File: src/rtl/program_sequencer_if.sv
`default_nettype none
// ============================================================================
// Module   : program_sequencer_if
// Brief    : Fetch/execute bus bundle between the sequencer and RAM/controller.
// Revision : 1.0
// ============================================================================
interface program_sequencer_if #(
    parameter int AW = 10
);
    logic [9:0]    bus_in;
    logic          exec_done;
    logic [AW-1:0] pc_bus;
    logic          pc_oe;
    logic          ar_load;
    logic          ram_rd;
    logic          ir_load;
    logic          exec_go;

    modport master (
        input  bus_in, exec_done,
        output pc_bus, pc_oe, ar_load, ram_rd, ir_load, exec_go
    );

    modport slave (
        output bus_in, exec_done,
        input  pc_bus, pc_oe, ar_load, ram_rd, ir_load, exec_go
    );
endinterface
`default_nettype wire

File: src/rtl/program_sequencer.sv
`default_nettype none
// ============================================================================
// Module   : program_sequencer
// Brief    : PC fetch/execute sequencer; optional breakpoint via
//            PROGRAM_SEQUENCER_BREAKPOINT_EN.
// Revision : 1.0
// ============================================================================
module program_sequencer #(
    parameter int         AW       = 10,
    parameter logic [1:0] HALT_OP  = 2'b01,
    parameter int         WDOG_MAX = 8
) (
    input  logic              CLKb,
    input  logic              CLRn,
    input  logic              run,
    input  logic              step,
    input  logic              stop,
    input  logic [AW-1:0]     start_addr,
`ifdef PROGRAM_SEQUENCER_BREAKPOINT_EN
    input  logic              brk_en,
    input  logic [AW-1:0]     brk_addr,
    output logic              brk_hit,
`endif
    program_sequencer_if.master bus,
    output logic              busy,
    output logic              halted,
    output logic              fault,
    output logic [AW-1:0]     pc,
    output logic [15:0]       retired
);

    localparam logic [2:0] S_IDLE   = 3'd0;
    localparam logic [2:0] S_ADDR   = 3'd1;
    localparam logic [2:0] S_READ   = 3'd2;
    localparam logic [2:0] S_EXEC   = 3'd3;
    localparam logic [2:0] S_HALTED = 3'd4;
    localparam logic [2:0] S_FAULT  = 3'd5;

    localparam logic [7:0] c_WDOG_LAST = 8'(WDOG_MAX - 1);

    logic [2:0]    r_state;
    logic [2:0]    w_next;
    logic [AW-1:0] r_pc;
    logic [15:0]   r_retired;
    logic [7:0]    r_wdog;
    logic          r_stop;
    logic          r_single;

    logic w_halt_word;
    logic w_end;
    logic w_brk;
    logic w_bus_unused;

    assign w_halt_word  = (bus.bus_in[9:8] == HALT_OP);
    // A stop arriving in the very cycle of exec_done still ends the run here.
    assign w_end        = r_single | r_stop | stop;
    assign w_bus_unused = &{1'b0, bus.bus_in[7:0]};

`ifdef PROGRAM_SEQUENCER_BREAKPOINT_EN
    logic r_brk_hit;

    assign w_brk   = brk_en && (r_pc == brk_addr);
    assign brk_hit = r_brk_hit;

    always_ff @(posedge CLKb or negedge CLRn) begin
        if (!CLRn) begin
            r_brk_hit <= 1'b0;
        end else begin
            r_brk_hit <= (r_state == S_EXEC) && bus.exec_done && !w_end && w_brk;
        end
    end
`else
    assign w_brk = 1'b0;
`endif

    always_ff @(posedge CLKb or negedge CLRn) begin
        if (!CLRn) begin
            r_state <= S_IDLE;
        end else begin
            r_state <= w_next;
        end
    end

    always_comb begin
        w_next = r_state;
        case (r_state)
            S_IDLE:   if (run || step) w_next = S_ADDR;
            S_ADDR:   w_next = S_READ;
            S_READ:   w_next = w_halt_word ? S_HALTED : S_EXEC;
            S_EXEC: begin
                if (bus.exec_done) begin
                    w_next = (w_end || w_brk) ? S_IDLE : S_ADDR;
                end else if (r_wdog == c_WDOG_LAST) begin
                    w_next = S_FAULT;
                end
            end
            S_HALTED, S_FAULT: if (run) w_next = S_ADDR;
            default:  w_next = S_IDLE;
        endcase
    end

    always_ff @(posedge CLKb or negedge CLRn) begin
        if (!CLRn) begin
            r_pc      <= '0;
            r_retired <= '0;
            r_wdog    <= '0;
            r_stop    <= 1'b0;
            r_single  <= 1'b0;
        end else begin
            case (r_state)
                S_IDLE: begin
                    if (run) begin
                        r_pc     <= start_addr;
                        r_single <= 1'b0;
                        r_stop   <= 1'b0;
                    end else if (step) begin
                        r_single <= 1'b1;
                    end
                end
                S_ADDR: begin
                    if (stop) r_stop <= 1'b1;
                end
                S_READ: begin
                    if (stop) r_stop <= 1'b1;
                    if (!w_halt_word) begin
                        r_pc   <= r_pc + AW'(1);
                        r_wdog <= '0;
                    end
                end
                S_EXEC: begin
                    r_wdog <= r_wdog + 8'd1;
                    if (bus.exec_done) r_retired <= r_retired + 16'd1;
                    if (bus.exec_done && w_end) begin
                        r_single <= 1'b0;
                        r_stop   <= 1'b0;
                    end else if (stop) begin
                        r_stop <= 1'b1;
                    end
                end
                S_HALTED, S_FAULT: begin
                    // A fresh run never inherits step/stop intent from before the halt.
                    if (run) begin
                        r_pc     <= start_addr;
                        r_single <= 1'b0;
                        r_stop   <= 1'b0;
                    end
                end
                default: begin
                end
            endcase
        end
    end

    always_comb begin
        bus.pc_bus  = '0;
        bus.pc_oe   = 1'b0;
        bus.ar_load = 1'b0;
        bus.ram_rd  = 1'b0;
        bus.ir_load = 1'b0;
        bus.exec_go = 1'b0;
        busy        = 1'b0;
        halted      = 1'b0;
        fault       = 1'b0;
        case (r_state)
            S_ADDR: begin
                bus.pc_bus  = r_pc;
                bus.pc_oe   = 1'b1;
                bus.ar_load = 1'b1;
                busy        = 1'b1;
            end
            S_READ: begin
                bus.ram_rd  = 1'b1;
                bus.ir_load = 1'b1;
                busy        = 1'b1;
            end
            S_EXEC: begin
                bus.exec_go = 1'b1;
                busy        = 1'b1;
            end
            S_HALTED: halted = 1'b1;
            S_FAULT:  fault  = 1'b1;
            default: begin
            end
        endcase
    end

    assign pc      = r_pc;
    assign retired = r_retired;

endmodule
`default_nettype wire
File: src/flat_wrapper.sv
// flat-port wrapper written by rule: the top's interface ports become plain ports
module program_sequencer_flat 
#(
    parameter int         AW       = 10,
    parameter logic [1:0] HALT_OP  = 2'b01,
    parameter int         WDOG_MAX = 8
)
  (CLKb, CLRn, run, step, stop, start_addr, busy, halted, fault, pc, retired, bus_bus_in, bus_exec_done, bus_pc_bus, bus_pc_oe, bus_ar_load, bus_ram_rd, bus_ir_load, bus_exec_go);
  program_sequencer_if #(.AW(AW)) bus_i ();
  input  logic CLKb;
  input  logic CLRn;
  input  logic run;
  input  logic step;
  input  logic stop;
  input  logic [AW-1:0] start_addr;
  output logic busy;
  output logic halted;
  output logic fault;
  output logic [AW-1:0] pc;
  output logic [15:0] retired;
  input wire logic [$bits(bus_i.bus_in)-1:0] bus_bus_in;
  input wire logic [$bits(bus_i.exec_done)-1:0] bus_exec_done;
  output wire logic [$bits(bus_i.pc_bus)-1:0] bus_pc_bus;
  output wire logic [$bits(bus_i.pc_oe)-1:0] bus_pc_oe;
  output wire logic [$bits(bus_i.ar_load)-1:0] bus_ar_load;
  output wire logic [$bits(bus_i.ram_rd)-1:0] bus_ram_rd;
  output wire logic [$bits(bus_i.ir_load)-1:0] bus_ir_load;
  output wire logic [$bits(bus_i.exec_go)-1:0] bus_exec_go;
  assign bus_i.bus_in = bus_bus_in;
  assign bus_i.exec_done = bus_exec_done;
  assign bus_pc_bus = bus_i.pc_bus;
  assign bus_pc_oe = bus_i.pc_oe;
  assign bus_ar_load = bus_i.ar_load;
  assign bus_ram_rd = bus_i.ram_rd;
  assign bus_ir_load = bus_i.ir_load;
  assign bus_exec_go = bus_i.exec_go;
  program_sequencer #(.AW(AW), .HALT_OP(HALT_OP), .WDOG_MAX(WDOG_MAX)) u_core (.CLKb(CLKb), .CLRn(CLRn), .run(run), .step(step), .stop(stop), .start_addr(start_addr), .bus(bus_i), .busy(busy), .halted(halted), .fault(fault), .pc(pc), .retired(retired));
endmodule
File: config.mk
export PLATFORM = sky130hd
export DESIGN_NAME = program_sequencer_flat
export DESIGN_NICKNAME = d
export VERILOG_FILES = /design/src/rtl/program_sequencer_if.sv /design/src/rtl/program_sequencer.sv /design/src/flat_wrapper.sv
export SDC_FILE = /design/constraint.sdc
export NUM_CORES = 1
export LEC_CHECK = 0
export CAP_MARGIN = 20
export CORE_MARGIN = 3
export CORE_UTILIZATION = 47
export DETAILED_ROUTE_END_ITERATION = 8
export PLACE_DENSITY = 0.81
export SLEW_MARGIN = 10
export SYNTH_ARGS = -nofsm -noshare
export SYNTH_HDL_FRONTEND = slang
export SYNTH_SLANG_ARGS = --single-unit
File: constraint.sdc
create_clock -name CLKb -period 1.93 [get_ports CLKb]
set_clock_uncertainty 0.05 [all_clocks]
set_input_delay 0.386 -clock CLKb [delete_from_list [all_inputs] [get_ports CLKb]]
set_output_delay 0.386 -clock CLKb [all_outputs]
set_load 0.05 [all_outputs]
==> summary.md, run 1 <==
| Metric | Value |
|---|---|
| Run status | finished with violations |
| Violated checks | negative setup slack |
| Antenna violations before repair | 0 |
| Synthesis Warnings | 0 |
| Die Wd | 74.8 um |
| Effective utilization at floorplan | 0.497 |
| Fmax achieved | 0.498 GHz |
| Type of the tightest min-delay check | in2async |
| Layout area overhead | 48.7% |
| Combinational cell fraction of total power | 0.673 |
| Cell type contributing the most total cell area after synthesis | dfrtp_1 |
| Sw Share | 0.477 |
| DRT Pass-1 Iters | 4 |
| Share of the clock period used by the worst path | 1.04 |
| EDFF count, synth | 0 |
| Worst path buffer plus inverter count | 2 |
| Sum of net half-perimeters after detailed placement | 4.06 mm |
| Synthesized instance count | 230 |
| Synth Flop Type | dfrtp_1 |
| Internal power | 3330 uW |
| Register share of total power | 0.217 |
| RR Endpoint | u_core.pc[4]$_DFFE_PN0P_ |
| Asr flop ratio synth | 1.00 |
| Detail-routed via count per cell | 5.82 |
| Category of cells accounting for the largest share of critical-path delay | simple AND/OR/NAND/NOR gates |
| Vias after detailed routing | 2,118 |
| Syn Std Cell Area | 2220 um^2 |
| Number of global-route vias before repair | 1,967 |
| Setup TNS | -0.687 ns |
| Core Box Area | 4470 um^2 |
| Worst setup EP type | output port |
| Maximum single-stage delay on the critical path | 0.40 ns |
| Commonest cells after routing, fill and taps aside | buf_4 (47), dfrtp_1 (38), nand2_1 (19) |
| Overall overflow remaining after global route | 0 |
| Post-synth top area share | 0.439 |
| First-pass GRT wire length | 9.63 mm |
| Critical Path Slowest Stage Cell | dfrtp_1 |
| Seq/Total Area, Yosys | 0.439 |
| Average cell area after synthesis | 9.66 um^2 |
| Origin of the critical flop-to-flop path | u_core.r_state[2]$_DFFE_PN0P_ |
| Antenna diode count | 0 |
| Switching power total | 3030 uW |
| Worst IR Drop VDD | 0.00106 V |
| # clock sinks | 39 |
| Number of buffers created by CTS | 5 |
| Slack of the critical path | -0.0772 ns |
| Clock tree buffer depth | 2 |
| Latest clock arrival within the worst-skew pair | 0.30 ns |
| DRC | 0 |
| Antenna Nets Post-Route | 0 |
| Cells along the critical path | and2b_4 -> nor2b_4 -> buf_6 -> and2_4 -> buf_12 |
| Number of placement rows | 24 |
| Worst Setup Start Kind | flip-flop |
| Total global-route track usage | 0.225 |
| Largest cells by area after synthesis | dfrtp_1 (44%), o21ai_0 (3.6%), xnor2_1 (3.5%) |
| Total nets after synthesis | 259 |
| Power density cells | 1920 nW/um^2 |
| Path type of the worst setup path | reg2out |
| Root buf cell | clkbuf_8 |
| Maximum net fanout on the critical path | 7 |
| Max H-tree Level | 2 |
| Actual slew at the worst max-slew pin | 0.509 ns |
| Iteration-0 DRC count of the detailed router | 197 |
| Final weighted congestion of routability-driven global placement | 0.827 |
| R2r setup slk | 0.13 ns |
| Worst-case reg-to-reg path depth | 5 |
| Final number of max-transition violations | 0 |
| Routed wire length | 5.93 mm |
| Number of hold violations in the final report | 0 |
| Worst setup startpoint | u_core.r_state[2]$_DFFE_PN0P_ |
| Ports placed on the boundary | 70 |
| Height of the die | 74.8 um |
| Seq cells post-synth | 39 |
| Fraction of layout instances using a drive strength above 1 | 0.330 |
| Min cycle time layout | 2.01 ns |
| Quantity of I/O buffers inserted on ports | 61 |
| Proportion of power drawn by the clock network | 0.110 |
| Setup repair after global routing missed its margin | yes |
| Pin count of the biggest net entering global routing | 40 |
| Leading cell type in the layout, fill and taps excluded | buf_4 |
| Worst slew margin | 0.660 |
| Max-cap viol count | 0 |
| Nets | 340 |
| Average wire per cell in the routed design | 16.3 um |
| Total leakage power | 0.00153 uW |
| CTS clock-pin slew for the worst setup and hold paths | 0.09 ns |
| Endpoint arrival time on the critical path | 1.57 ns |
| TritonCTS clock tree | done |
| Endpoint required time on the critical path | 1.49 ns |
| Unique masters post-synth | 50 |
| Area enclosed by the die boundary | 5590 um^2 |
| Worst hold-check slack | 0.0774 ns |
| Count of endpoints failing setup in the final report | 12 |
## how the worst max path moves through the flow
stage / end / slack, ns / depth (start not counted)
after floorplan: bus_pc_bus[1] / -0.07 / 4
after global placement: u_core.retired[1]$_DFFE_PN0P_ / 0.05 / 4
after detailed placement: u_core.retired[1]$_DFFE_PN0P_ / 0.02 / 4
after CTS: bus_pc_bus[8] / -0.07 / 5
after global routing: bus_pc_bus[2] / -0.14 / 5
final: bus_pc_bus[7] / -0.08 / 5
## layer usage
layer  track usage  share of wire  routed length (um)  vias to the layer above
li1              -              -                   -                      998
met1         0.290           0.40                2400                     1001
met2         0.370           0.50                2980                      105
met3        0.0561          0.078                 461                       14
met4        0.0751          0.015                  90                        0
met5             0              0                   0                        -
## power groups by stage
| stage | clock [uW] | combinational [uW] | sequential (uW) |
|---|---|---|---|
| detailed placement | 0 | 3930 | 1370 |
| CTS | 713 | 4160 | 1360 |
| global route | 756 | 4540 | 1420 |
| finish | 702 | 4280 | 1380 |
| floorplan | 0 | 2020 | 1770 |
| global placement | 0 | 3860 | 1360 |
## Yosys cell counts (all sizes together) (3+ instances only)
cell type  instances
dfrtp             39
nand2             19
o21ai             19
nor2              12
and2              11
nand3             11
buf               10
nor3              10
a21oi              9
nand4              9
xnor2              9
and3               6
xor2               6
a31oi              5
mux2i              5
o22ai              5
inv                4
a2bb2oi            3
clkbuf             3
ha                 3
nor3b              3
## registers in the layout, summed over array words and instances (netlist names)
name	count
u_core.r_state	3
u_core.r_stop	1
u_core.r_wdog	8
u_core.retired	16
u_core.pc	10
u_core.r_single	1
## worst register-to-register path, cell delays in order (launching register included)
cell and delay [ns]:
dfrtp_1 0.40, and2b_4 0.26, buf_4 0.12, or2_1 0.42, a21oi_1 0.13, o2bb2a_1 0.30
## stage by stage
stage          setup slack [ns]  area, um^2  utilization  instances  total power (uW)
2_1_floorplan           -0.0673        2250            -        230              3790
3_3_place_gp             0.0501        3070        0.685        345              5220
3_5_place_dp             0.0191        3070        0.685        345              5290
4_1_cts                 -0.0738        3250        0.727        359              6230
5_1_grt                  -0.139        3300        0.739        364              6710
6_report                -0.0772        3300        0.739        364              6360
## what timing repair did
item                                    4_1_cts  5_1_grt
resized for setup                            13        6
cloned                                        1        0
hold buffers                                  0        0
buffers inserted                              5        5
hold endpoints to repair                      0        0
endpoints found under the setup margin       13       15
pin swaps                                     0        1
## final cells by class
cell class	count	area, um^2
Timing Repair Buffer	87	935
Fill cell	293	1170
Multi-Input combinational cell	174	1200
Tap cell	52	65.1
Inverter	4	15.0
Clock buffer	5	68.8
Clock inverter	3	43.8
Sequential cell	39	977
## logic make-up (layout without fill, tap and decap cells)
| family | after synthesis | count (layout) | synth area share |
|---|---|---|---|
| flip-flops | 39 | 39 | 0.439 |
| buffers and inverters | 17 | 99 | 0.0405 |
| AO/OA/AOI/OAI | 55 | 55 | 0.160 |
| multiplexers | 6 | 6 | 0.0276 |
| adder cells (fa/ha/maj) | 3 | 3 | 0.0169 |
| AND/OR/NAND/NOR | 95 | 95 | 0.256 |
| XOR/XNOR | 15 | 15 | 0.0591 |
(Power assumes the default switching activity.)
==> run 2, diff against run 1 <==
--- a/config.mk
+++ b/config.mk
@@ -8,9 +8,11 @@
 export CAP_MARGIN = 20
 export CORE_MARGIN = 3
 export CORE_UTILIZATION = 47
+export CTS_CLUSTER_SIZE = 28
 export DETAILED_ROUTE_END_ITERATION = 8
 export PLACE_DENSITY = 0.81
 export SLEW_MARGIN = 10
 export SYNTH_ARGS = -nofsm -noshare
 export SYNTH_HDL_FRONTEND = slang
 export SYNTH_SLANG_ARGS = --single-unit
+export TNS_END_PERCENT = 10
==> run 2 against run 1 <==
The flow still finishes with violations (negative setup slack). Clock power down 21%. Non-clock buffer count decreased by 3. Register-to-register slack hardly changed. Via count down 3.0%. Critical path depth did not move. Combinational power is 3% lower. Die area unchanged. Final area is 1.3% lower. Clock-buffer cell count stayed put. Sequential power is essentially flat. Core utilization fell by 0.95 points. Highest routed layer unchanged.
==> summary.md, run 2 (synthesized netlist as in run 1, its figures left out) <==
| Metric | Value |
|---|---|
| Run status | finished with violations |
| Violated checks | negative setup slack |
| Number of global-route vias before repair | 1,907 |
| Fraction of layout instances using a drive strength above 1 | 0.320 |
| Number of placed instances, taps included | 348 |
| Detail-routed via count per cell | 5.69 |
| Endpoint required time on the critical path | 1.49 ns |
| Logic depth of the worst path, buffers included | 5 |
| Power density cells | 1860 nW/um^2 |
| R2r setup slk | 0.12 ns |
| Antenna violations before repair | 0 |
| Worst hold-check slack | 0.0858 ns |
| Maximum single-stage delay on the critical path | 0.38 ns |
| Setup repair after global routing missed its margin | yes |
| Worst setup startpoint | u_core.r_state[2]$_DFFE_PN0P_ |
| Post-route non-filler standard cell count | 361 |
| Fmax achieved | 0.511 GHz |
| Number of hold violations in the final report | 0 |
| Sum of net half-perimeters after detailed placement | 3.93 mm |
| DRT Pass-1 Iters | 4 |
| Pin count of the biggest net entering global routing | 40 |
| Overall overflow remaining after global route | 0 |
| Effective utilization at floorplan | 0.497 |
| DRC | 0 |
| Total global-route track usage | 0.202 |
| CTS clock-pin slew for the worst setup and hold paths | 0.08 ns |
| Worst Setup Start Kind | flip-flop |
| Path type of the worst setup path | reg2out |
| Nets | 337 |
| Quantity of I/O buffers inserted on ports | 61 |
| Max FFs per register | 16 |
| Root buf cell | clkbuf_8 |
| Critical Path Slowest Stage Cell | dfrtp_1 |
| Leading cell type in the layout, fill and taps excluded | buf_4 |
| Max-cap viol count | 0 |
| Average wire per cell in the routed design | 14.8 um |
| Slack of the critical path | -0.0269 ns |
| Ports placed on the boundary | 70 |
| Worst setup EP type | output port |
| Worst IR Drop VDD | 0.00101 V |
| Worst setup path endpoint | bus_pc_bus[7] |
| Cells along the critical path | and2b_4 -> nor2b_4 -> buf_6 -> and2_4 -> buf_12 |
| Min cycle time layout | 1.96 ns |
| Origin of the critical flop-to-flop path | u_core.r_state[2]$_DFFE_PN0P_ |
| Max H-tree Level | 2 |
| Type of the tightest min-delay check | in2async |
| Actual slew at the worst max-slew pin | 0.518 ns |
| Clock tree buffer depth | 2 |
| Finished Core Util | 0.729 |
| Share of the clock period used by the worst path | 1.01 |
| Commonest cells after routing, fill and taps aside | buf_4 (45), dfrtp_1 (38), nand2_1 (19) |
| Final number of max-transition violations | 0 |
| Antenna Nets Post-Route | 0 |
| First-pass GRT wire length | 8.85 mm |
| Iteration-0 DRC count of the detailed router | 167 |
| Number of placement rows | 24 |
| Endpoint arrival time on the critical path | 1.52 ns |
| Vias after detailed routing | 2,055 |
| Area enclosed by the die boundary | 5590 um^2 |
| Worst path buffer plus inverter count | 2 |
| RR Endpoint | u_core.pc[7]$_DFFE_PN0P_ |
| Layout area overhead | 46.8% |
| Category of cells accounting for the largest share of critical-path delay | simple AND/OR/NAND/NOR gates |
| Worst slew margin | 0.654 |
| Antenna diode count | 0 |
| Post-detailed-placement cell area | 3080 um^2 |
| Total leakage power | 0.00149 uW |
| Setup TNS | -0.232 ns |
| # clock sinks | 39 |
| Core Box Area | 4470 um^2 |
| Number of buffers created by CTS | 5 |
| Final design instance area without fill | 3260 um^2 |
| Latest clock arrival within the worst-skew pair | 0.29 ns |
| Final weighted congestion of routability-driven global placement | 0.854 |
| FILL cells | 308 |
| CTS Hold Bufs | 0 |
| TritonCTS clock tree | done |
| Height of the die | 74.8 um |
| Count of endpoints failing setup in the final report | 10 |
| Worst-case reg-to-reg path depth | 5 |
| Die Wd | 74.8 um |
| Maximum net fanout on the critical path | 6 |
| Routed wire length | 5.34 mm |
==> run 2: how the worst min path moves through the flow <==
| stage | start | to | slack [ns] |
|---|---|---|---|
| floorplan | CLRn | u_core.pc[0]$_DFFE_PN0P_ | 0.04 |
| global placement | u_core.retired[15]$_DFFE_PN0P_ | u_core.retired[15]$_DFFE_PN0P_ | 0.41 |
| detailed placement | CLRn | u_core.retired[13]$_DFFE_PN0P_ | 0.42 |
| CTS | CLRn | u_core.retired[13]$_DFFE_PN0P_ | 0.10 |
| global route | CLRn | u_core.retired[13]$_DFFE_PN0P_ | 0.12 |
| finish | CLRn | u_core.retired[10]$_DFFE_PN0P_ | 0.09 |
==> run 2: per-layer routing <==
metal  share of wire  up-vias  track usage
met5               0        -            0
met4          0.0082        0       0.0534
met3           0.068        6       0.0507
met2            0.49       72        0.339
met1            0.43      989        0.261
li1                -      988            -
==> run 2: cell type report <==
cell class / instances / area [um^2] / share of cell area
repair buffers: 84 / 910 / 0.279
inverters: 4 / 15.0 / 0.00460
well taps: 52 / 65.1 / 0.0199
clock inverters: 3 / 20.0 / 0.00614
multi-input cells: 174 / 1210 / 0.370
flip-flops and latches: 39 / 977 / 0.300
clock buffers: 5 / 68.8 / 0.0211
==> run 2: power breakdown <==
group | internal (uW) | total, uW | switching, uW
logic | 1830 | 4140 | 2310
clock network | 251 | 554 | 303
registers | 1050 | 1380 | 335
total | 3130 | 6080 | 2950
==> run 2: stage by stage <==
stage	power, uW	setup WS, ns
final	6080	-0.0269
after global routing	6430	-0.0801
after CTS	6040	-0.0201
after detailed placement	5260	0.0130
after global placement	5200	0.0676
after floorplan	3750	-0.140
==> run 2: repair_timing <==
action,CTS,global route
buffers inserted,3,1
gates resized for setup,16,5
endpoints found under the setup margin,15,16
cloned,0,1
